--- config.mk ---
export PLATFORM = sky130hd
export DESIGN_NAME = invader_formation
export DESIGN_NICKNAME = d
export VERILOG_FILES = /design/src/rtl/invader_formation_pkg.sv /design/src/rtl/invader_formation_step_timer.sv /design/src/rtl/invader_formation.sv
export SDC_FILE = /design/constraint.sdc
export NUM_CORES = 1
export LEC_CHECK = 0
export BUFFER_PORTS_ARGS = -buffer_cell sky130_fd_sc_hd__buf_2
export CORE_MARGIN = 5
export CORE_UTILIZATION = 55
export DETAILED_ROUTE_END_ITERATION = 7
export PLACE_DENSITY = 0.87
export SETUP_SLACK_MARGIN = 0.5
export SYNTH_ARGS = -nofsm -noshare
export SYNTH_HDL_FRONTEND = slang
export SYNTH_SLANG_ARGS = --single-unit
--- constraint.sdc ---
create_clock -name clk -period 3.82 [get_ports clk]
set_input_delay 0.191 -clock clk [delete_from_list [all_inputs] [get_ports clk]]
set_output_delay 0.191 -clock clk [all_outputs]
set_load 0.1 [all_outputs]
--- src/rtl/invader_formation_pkg.sv ---
// Shared game constants, FSM state encoding and default formation geometry for the invader formation.
package invader_formation_pkg;

   localparam int unsigned INVADERS_H = 11;
   localparam int unsigned INVADERS_V = 5;
   localparam int unsigned N_INVADERS = INVADERS_H * INVADERS_V;
   localparam int unsigned COLL_W     = 6;
   localparam int unsigned POS_W      = 10;
   localparam int unsigned CNT_W      = 8;
   localparam int unsigned LIVES_W    = 2;
   localparam int unsigned LIVES_INIT = 3;

   localparam int unsigned START_X_DEF         = 100;
   localparam int unsigned START_Y_DEF         = 64;
   localparam int unsigned X_MIN_DEF           = 16;
   localparam int unsigned X_MAX_DEF           = 344;
   localparam int unsigned Y_LAND_DEF          = 400;
   localparam int unsigned STEP_X_DEF          = 2;
   localparam int unsigned STEP_Y_DEF          = 8;
   localparam int unsigned FRAMES_PER_STEP_DEF = 16;

   typedef enum logic [2:0] {
      ST_IDLE,
      ST_MARCH_R,
      ST_MARCH_L,
      ST_DROP,
      ST_CLEAR,
      ST_OVER
   } state_t;

   // States in which the formation is live: marching, collisions and frame counting.
   function automatic logic is_active(input state_t s);
      return (s == ST_MARCH_R) || (s == ST_MARCH_L) || (s == ST_DROP);
   endfunction

endpackage

--- src/rtl/invader_formation_step_timer.sv ---
// Frame counter that paces formation steps; INVADER_SPEEDUP_EN shortens the interval as invaders die.
module step_timer
   import invader_formation_pkg::*;
#(
   parameter int unsigned FRAMES_PER_STEP = FRAMES_PER_STEP_DEF
) (
   input  logic              clk,
   input  logic              rst,
   input  logic              frame,
   input  logic              active,
`ifdef INVADER_SPEEDUP_EN
   input  logic [COLL_W-1:0] alive_count,
`endif
   output logic              step_tick
);

   logic [CNT_W-1:0] count;
   logic [CNT_W-1:0] interval;

`ifdef INVADER_SPEEDUP_EN
   // Interval is re-latched on every step so a shrinking formation speeds up one step later.
   always_ff @(posedge clk) begin
      if (rst) begin
         interval <= CNT_W'((N_INVADERS >> 2) + 1);
      end else if (step_tick) begin
         interval <= CNT_W'(alive_count >> 2) + CNT_W'(1);
      end
   end
`else
   assign interval = CNT_W'(FRAMES_PER_STEP);
`endif

   // >= rather than == lets the counter wrap early when the interval shrinks under it.
   assign step_tick = frame && active && (count >= (interval - CNT_W'(1)));

   always_ff @(posedge clk) begin
      if (rst) begin
         count <= '0;
      end else if (frame && active) begin
         count <= step_tick ? '0 : count + CNT_W'(1);
      end
   end

endmodule

--- src/rtl/invader_formation.sv ---
// Invader formation owner: march/drop FSM, alive mask, kills, lives and wave reload.
// Optional INVADER_SPEEDUP_EN makes the step interval track the number of live invaders.
module invader_formation
   import invader_formation_pkg::*;
#(
   parameter int unsigned START_X         = START_X_DEF,
   parameter int unsigned START_Y         = START_Y_DEF,
   parameter int unsigned X_MIN           = X_MIN_DEF,
   parameter int unsigned X_MAX           = X_MAX_DEF,
   parameter int unsigned Y_LAND          = Y_LAND_DEF,
   parameter int unsigned STEP_X          = STEP_X_DEF,
   parameter int unsigned STEP_Y          = STEP_Y_DEF,
   parameter int unsigned FRAMES_PER_STEP = FRAMES_PER_STEP_DEF
) (
   input  logic                  clk,
   input  logic                  rst,
   input  logic                  frame,
   input  logic                  game_start,
   input  logic [COLL_W-1:0]     invader_collision,
   input  logic [1:0]            player_collision,
   output logic [N_INVADERS-1:0] invaders,
   output logic [POS_W-1:0]      invaders_x,
   output logic [POS_W-1:0]      invaders_y,
   output logic [COLL_W-1:0]     alive_count,
   output logic [LIVES_W-1:0]    lives,
   output logic                  laser_hit,
   output logic                  score_inc,
   output logic                  player_hit,
   output logic                  wave_clear,
   output logic                  game_over
);

   localparam logic [POS_W-1:0] START_X_P = POS_W'(START_X);
   localparam logic [POS_W-1:0] START_Y_P = POS_W'(START_Y);
   localparam logic [POS_W-1:0] X_MIN_P   = POS_W'(X_MIN);
   localparam logic [POS_W-1:0] X_MAX_P   = POS_W'(X_MAX);
   localparam logic [POS_W-1:0] Y_LAND_P  = POS_W'(Y_LAND);
   localparam logic [POS_W-1:0] STEP_X_P  = POS_W'(STEP_X);
   localparam logic [POS_W-1:0] STEP_Y_P  = POS_W'(STEP_Y);

   state_t            state;
   logic              dir_right;
   logic              kill_lock;
   logic              hit_lock;
   logic              active_c;
   logic              step_tick_c;
   logic              kill_c;
   logic              hit_c;
   logic [COLL_W-1:0] kill_idx_c;

   assign active_c = is_active(state);

   step_timer #(
      .FRAMES_PER_STEP (FRAMES_PER_STEP)
   ) u_step_timer (
      .clk         (clk),
      .rst         (rst),
      .frame       (frame),
      .active      (active_c),
`ifdef INVADER_SPEEDUP_EN
      .alive_count (alive_count),
`endif
      .step_tick   (step_tick_c)
   );

   // Accept a kill only for a live invader, once per frame; stale codes fall through.
   always_comb begin
      kill_idx_c = invader_collision - COLL_W'(1);
      kill_c     = 1'b0;
      if (active_c && !kill_lock && (invader_collision != '0) &&
          (invader_collision <= COLL_W'(N_INVADERS))) begin
         kill_c = invaders[kill_idx_c];
      end
      hit_c = active_c && !hit_lock && (player_collision != '0);
   end

   always_ff @(posedge clk) begin
      if (rst) begin
         state       <= ST_IDLE;
         dir_right   <= 1'b1;
         kill_lock   <= 1'b0;
         hit_lock    <= 1'b0;
         invaders    <= '1;
         invaders_x  <= START_X_P;
         invaders_y  <= START_Y_P;
         alive_count <= COLL_W'(N_INVADERS);
         lives       <= LIVES_W'(LIVES_INIT);
         laser_hit   <= 1'b0;
         score_inc   <= 1'b0;
         player_hit  <= 1'b0;
         wave_clear  <= 1'b0;
         game_over   <= 1'b0;
      end else begin
         laser_hit  <= 1'b0;
         score_inc  <= 1'b0;
         player_hit <= 1'b0;
         wave_clear <= 1'b0;

         if (kill_c) begin
            invaders    <= invaders & ~(N_INVADERS'(1) << kill_idx_c);
            alive_count <= alive_count - COLL_W'(1);
            laser_hit   <= 1'b1;
            score_inc   <= 1'b1;
         end
         if (hit_c) begin
            lives      <= lives - LIVES_W'(1);
            player_hit <= 1'b1;
         end

         // frame wins over a same-cycle set so the next frame starts unlocked.
         if (frame) begin
            kill_lock <= 1'b0;
            hit_lock  <= 1'b0;
         end else begin
            if (kill_c) kill_lock <= 1'b1;
            if (hit_c)  hit_lock  <= 1'b1;
         end

         case (state)
            ST_IDLE: begin
               if (game_start) state <= ST_MARCH_R;
            end
            ST_MARCH_R, ST_MARCH_L, ST_DROP: begin
               if (hit_c && (lives == LIVES_W'(1))) begin
                  state     <= ST_OVER;
                  game_over <= 1'b1;
               end else if (frame && (alive_count == '0)) begin
                  state       <= ST_CLEAR;
                  wave_clear  <= 1'b1;
                  invaders    <= '1;
                  alive_count <= COLL_W'(N_INVADERS);
                  invaders_x  <= START_X_P;
                  invaders_y  <= START_Y_P;
                  dir_right   <= 1'b1;
               end else if (frame && (invaders_y >= Y_LAND_P)) begin
                  state     <= ST_OVER;
                  game_over <= 1'b1;
               end else if (step_tick_c) begin
                  case (state)
                     ST_MARCH_R: begin
                        if (invaders_x + STEP_X_P > X_MAX_P) begin
                           state      <= ST_DROP;
                           invaders_y <= invaders_y + STEP_Y_P;
                        end else begin
                           invaders_x <= invaders_x + STEP_X_P;
                        end
                     end
                     ST_MARCH_L: begin
                        if (invaders_x < X_MIN_P + STEP_X_P) begin
                           state      <= ST_DROP;
                           invaders_y <= invaders_y + STEP_Y_P;
                        end else begin
                           invaders_x <= invaders_x - STEP_X_P;
                        end
                     end
                     default: begin
                        // Leaving DROP reverses direction and takes the first step that way.
                        if (dir_right) begin
                           state      <= ST_MARCH_L;
                           dir_right  <= 1'b0;
                           invaders_x <= invaders_x - STEP_X_P;
                        end else begin
                           state      <= ST_MARCH_R;
                           dir_right  <= 1'b1;
                           invaders_x <= invaders_x + STEP_X_P;
                        end
                     end
                  endcase
               end
            end
            ST_CLEAR: begin
               state <= ST_MARCH_R;
            end
            default: begin
               game_over <= 1'b1;
            end
         endcase
      end
   end

endmodule

### Word level (Yosys, flattened, before mapping)

Cells that the tools add are included.
Widths: inputs -> output; s select.

| storage, ports and cells | value |
|---|---|
| register bits after elaboration | 101 |
| output and inout port bits | 88 |
| input bits | 12 |

| cells by class | value |
|---|---|
| reductions and logical operators | 31 |
| shift operators | 1 |
| equality and inequality tests | 17 |
| add/sub/neg operators | 7 |
| bitwise gates (word level) | 5 |
| $lt $le $gt $ge | 6 |
| mux-type cells | 47 |

Operators by type and width:

| cell | count |
|---|---|
| $mux 55 | 4 |
| $mux 10 | 11 |
| $and 55x55->55 | 1 |
| $not 55->55 | 1 |
| $shl 1x6->55 const A | 1 |
| $pmux 10 s2 | 2 |
| $mux 6 | 4 |
| $mux 3 | 7 |
| $mux 1 | 13 |
| $ne 3x3->1 const B | 4 |
| $ne 6x6->1 const B | 2 |
| $sub 6x1->6 const B | 2 |
| $add 10x2->10 const B | 1 |
| $add 10x4->10 const B | 1 |
| $ge 10x9->1 const B | 1 |
| $gt 10x9->1 const B | 1 |
| $logic_and 1x1->1 | 10 |
| $lt 10x5->1 const B | 1 |
| $reduce_and 5->1 | 2 |
| $sub 10x2->10 const B | 1 |
| $pmux 3 s3 | 1 |
| $add 8x1->8 const B | 1 |
| $ge 8x4->1 const B | 1 |
| $mux 8 | 1 |
| 28 further kinds | 40 |

### Depth between registers and ports, before layout

| logic depth | value |
|---|---|
| word-level depth | 11 |
| gate-level depth with buffers | 12 |
| depth with buffers taken out | 9 |

### Modules after synthesis

A second synthesis with hierarchy kept.

| unflattened totals | value |
|---|---|
| cells, all modules | 584 |
| area total of the unflattened synthesis | 5044.8 um2 |

By module, submodules not included:

| module | seq. area each (um2) | area an instance (um2) | cells each | instances |
|---|---|---|---|---|
| invader_formation | 1781.7 | 4669.5 | 545 | 1 |
| step_timer | 160.2 | 375.4 | 39 | 1 |

### Worst setup path before layout

No wires, ideal clock.

| timing | value |
|---|---|
| path kind | flip-flop to flip-flop |
| start point | reg invaders_x[1] |
| end point | reg invaders_x[6] |
| clock period less this slack | 3094 ps |
| setup time | 74 ps |
| arrival | 3020 ps |
| data required time | 3746 ps |
| setup slack | 726 ps |
| stages on the path, launching flop included | 12 |
| path through | dfxtp_1 > clkbuf_1 > inv_1 > ha_1 > nor4bb_1 > nand3_1 > a31oi_1 > o211ai_1 > clkbuf_1 > nand3_1 > mux2_2 > a31oi_1 |

| between the ends | value |
|---|---|
| word-level cells in the longest chain between the ends | 6 |
| elaborated cells between the ends (all ways) | 14 |

Ends and longest elaborated chain:

| item | line | source |
|---|---|---|
| from (decl) | invader_formation.sv:22 | `output logic [POS_W-1:0] invaders_x,` |
| from (signal assigned) | invader_formation.sv:145 | `invaders_x <= invaders_x + STEP_X_P;` |
| from (signal assigned) | invader_formation.sv:153 | `invaders_x <= invaders_x - STEP_X_P;` |
| from (signal assigned) | invader_formation.sv:161 | `invaders_x <= invaders_x - STEP_X_P;` |
| parallel branches: the longest is 6 deep, another holds $add 10x2->10 | n/a |  |

Parallel ways; which one is timed is not known. The select of a mux whose other input is x is not followed.
A chain may end at the register's enable or synchronous reset.

### Final worst setup path

| timing | value |
|---|---|
| start point | in invader_collision[1] |
| end point | reg alive_count[2] |

| between the ends | value |
|---|---|
| word-level cells in the longest chain between the ends | 8 |
| elaborated cells between the ends (all ways) | 12 |

Ends and longest elaborated chain:

| item | line | source |
|---|---|---|
| from (decl) | invader_formation.sv:19 | `input logic [COLL_W-1:0] invader_collision,` |
| $sub 6x1->6 / $reduce_bool 6->1 (equally long branches) | invader_formation.sv:68, invader_formation.sv:70 |  |
| $bmux 1 s6 / $logic_and 1x1->1 (equally long branches) | invader_formation.sv:72, invader_formation.sv:70 |  |
| $mux 1 (not written as such) / $logic_and 1x1->1 (equally long branches) | invader_formation.sv:72, invader_formation.sv:70 |  |
| $mux 1 * | invader_formation.sv:70 | `if (active_c && !kill_lock && (invader_collision != '0) &&` |
| $mux 6 * | invader_formation.sv:99 | `if (kill_c) begin` |
| $mux 6 | invader_formation.sv:127 | `end else if (frame && (alive_count == '0)) begin` |
| $mux 6 | invader_formation.sv:124 | `if (hit_c && (lives == LIVES_W'(1))) begin` |
| $mux 6 * | invader_formation.sv:119 | `case (state)` |
| to (signal assigned) | invader_formation.sv:86 | `alive_count <= COLL_W'(N_INVADERS);` |
| to (signal assigned) | invader_formation.sv:101 | `alive_count <= alive_count - COLL_W'(1);` |
| to (signal assigned) | invader_formation.sv:131 | `alive_count <= COLL_W'(N_INVADERS);` |
| to (decl) | invader_formation.sv:24 | `output logic [COLL_W-1:0] alive_count,` |

Every way passes the cells marked *; elsewhere a longest branch is shown, timed or not. The select of a mux whose other input is x is not followed.

==> flow_summary.toml <==
[status]
status = "finished, final reports clean"

[timing]
setup_viol = 0
fmax_mhz = 337
tns_ns = 0
hold_violations = 0
rsz0062_at_grt = "false"
final.period_utilization = 0.776
whs_ns = 0.123
worst_slew_pin_slew_ns = 0.684
final_max_slew_viol_count = 0
period_needed_ns = 2.96
slew-limit-headroom = 0.544
fin_skew_ns = 0.0173

[flow_run]
drv_cap = 0

[finish]
layout_commonest_cell = "dfxtp_1"
syn2layout_area_growth_pct = 14.1
layout.cells.non_filler = 769
final_cell_area_sq_um = 5640
diodes = 0
drive_above_1_share = 0.225
fin_nets = 680
layout_common_cells = "dfxtp_1 (97), buf_2 (95), nand2_1 (91)"

[clocking]
cts_tree = "built"
cts_buffers = 9
cts.sinks = 97
root_buffer = "clkbuf_8"
cts_max_level = 3
post_cts_resized = 0
cts_hold_buf = 0
cts_max_path_buffers = 2
clock_latency_ns = 0.37
cts_setup_buffers = 0
cts.clk_slew.worst_paths_ns = 0.10

[synth]
yosys_register_bits = 97
yosys.cell_types.count = 69
synth_area_sq_um = 4940
synthTopCellsByArea = "dfxtp_1 (39%), nand2_1 (6.9%), o21ai_0 (6.2%)"
yosys_warnings = 0
synthArstFlopShare = 0
synthFlopType = "dfxtp_1"
syn_inst = 577
yosys.area.top_type = "dfxtp_1"
syn_avg_cell_area_sq_um = 8.57
synth_top_area_frac = 0.393
ys_seq_area_frac = 0.393
synth_edf_count = 0

[power]
p_leak_nw = 2.16
ir_drop_v = 0.000559
pwr_density_cell_nw_per_um2 = 455

[route]
wl_per_cell_um = 17.2
wirelength_um = 13200
ant_nets = 0
avgViaCountPerCell = 6.16
drcViolationCount = 0
vias = 4739
drt_iter0_markers = 386
firstDrtPassIters = 5

[hold_path]
holdPathStages = 2
hold_path.class = "input port to flop"

[global_route]
grt_overflow = 0
track_usage = 0.237
grt_pass1_wl_um = 22200
grt_antenna_before_repair = 0
use_met1 = 0.341
grt_max_degree = 63
met3_usage = 0.0339
use_met2 = 0.369
grt_pass1_vias = 4490
grt_most_used_layer = "met2"

[die]
fp.dieW_um = 105
io_pins = 100
dieArea_sq_um = 11000
start_util = 0.567
row_count = 34
core_area_sq_um = 8720
die_y_um = 105

[place]
dpl-instance-area_sq_um = 5460
place_congestion = 0.945
place_inst = 753
portBuffers = 95
dp_hpwl_um = 9570

[worst_setup_path]
worstPathCellList = "buf_2 > inv_1 > ha_1 > mux4_2 > and2_1 > a2111oi_0 > nor4_2 > a22oi_4 > nor3_1 > nand3b_1"
arrival_ns = 3.19
critical_path_class = "input port to flop"
startpoint_type = "input port"
cpMaxStageDelayCell = "ha_1"
r2r_cells = 6
end_kind = "flop"
worstPathRequired_ns = 4.05
cpPeakStageDelay_ns = 0.73
path_max_fanout = 18
==> cell usage after synthesis, types with 5 or more instances <==
cell type / count
xnor2_1: 10
mux4_2: 13
dfxtp_1: 97
o21a_1: 5
mux2i_1: 7
o31ai_1: 12
xor2_1: 8
nor3_1: 19
nor2_1: 28
nand2_1: 91
or2_2: 5
nand4_1: 5
ha_1: 12
inv_1: 17
nand3_1: 33
or4_1: 5
and3_1: 9
nand2b_1: 5
or3_1: 5
buf_4: 5
o21ai_0: 61
nand3b_1: 5
and2_1: 8
clkbuf_1: 26
a21oi_1: 12
==> per-layer routing <==
layer,vias to the layer above,part of all wire
met2,231,0.46
met1,2244,0.44
met5,-,0
met3,26,0.086
li1,2238,-
met4,0,0.017
==> registers in the layout (all words and copies together), names as in the netlist, 2 cells and up <==
register	count
invaders	55
invaders_x	9
u_step_timer.count	8
invaders_y	7
alive_count	6
state	3
lives	2
==> cell families (layout without fill, tap and decap cells) <==
family / Yosys count / after routing / synth area share
AOI/OAI and AO/OA: 140 / 140 / 0.188
xor gates and xnor gates: 18 / 18 / 0.0319
adders and majority gates: 12 / 12 / 0.0304
buffers and inverters: 54 / 135 / 0.0473
DFF: 97 / 97 / 0.393
muxes: 23 / 23 / 0.0802
other: 1 / 4 / 0.000758
and+or+nand+nor: 232 / 232 / 0.229
==> cell type report <==
cell class / count / area [sq um]
Fill cell: 716 / 3080
Multi-Input combinational cell: 429 / 2790
Sequential cell: 97 / 1940
Timing Repair Buffer: 102 / 528
Tap cell: 108 / 135
Clock buffer: 9 / 124
Inverter: 17 / 63.8
Clock inverter: 7 / 58.8
==> metrics by stage <==
step	utilization	total power [mW]	setup WS, ns
after global routing	0.647	2.69	0.624
after floorplan	-	1.80	0.726
after detailed placement	0.626	1.93	0.576
after CTS	0.647	2.56	0.890
final	0.647	2.57	0.857
after global placement	0.626	1.92	0.661
==> final timing paths <==
kind | from | endpoint | slack, ns
min reg2reg | invaders[17] | invaders[17] | 0.48
max | invader_collision[1] | alive_count[2] | 0.86
max reg2reg | alive_count[2] | invaders_x[1] | 1.18
min | frame | hit_lock | 0.12
==> report_power, final <==
part           internal (mW)  total [mW]  leakage, nW  switching, mW
Combinational          0.205       0.803         1.28          0.598
Clock                  0.250       0.648       0.0978          0.398
Sequential              1.06        1.12        0.787         0.0542
==> critical path: cells and delay by family <==
| family | cells | cell delay, ns |
|---|---|---|
| buf+inv | 2 | 0.27 |
| mux | 1 | 0.39 |
| compound gates | 2 | 0.98 |
| simple gates | 4 | 0.61 |
| fa+ha+maj | 1 | 0.73 |
(Power assumes the default switching activity.)
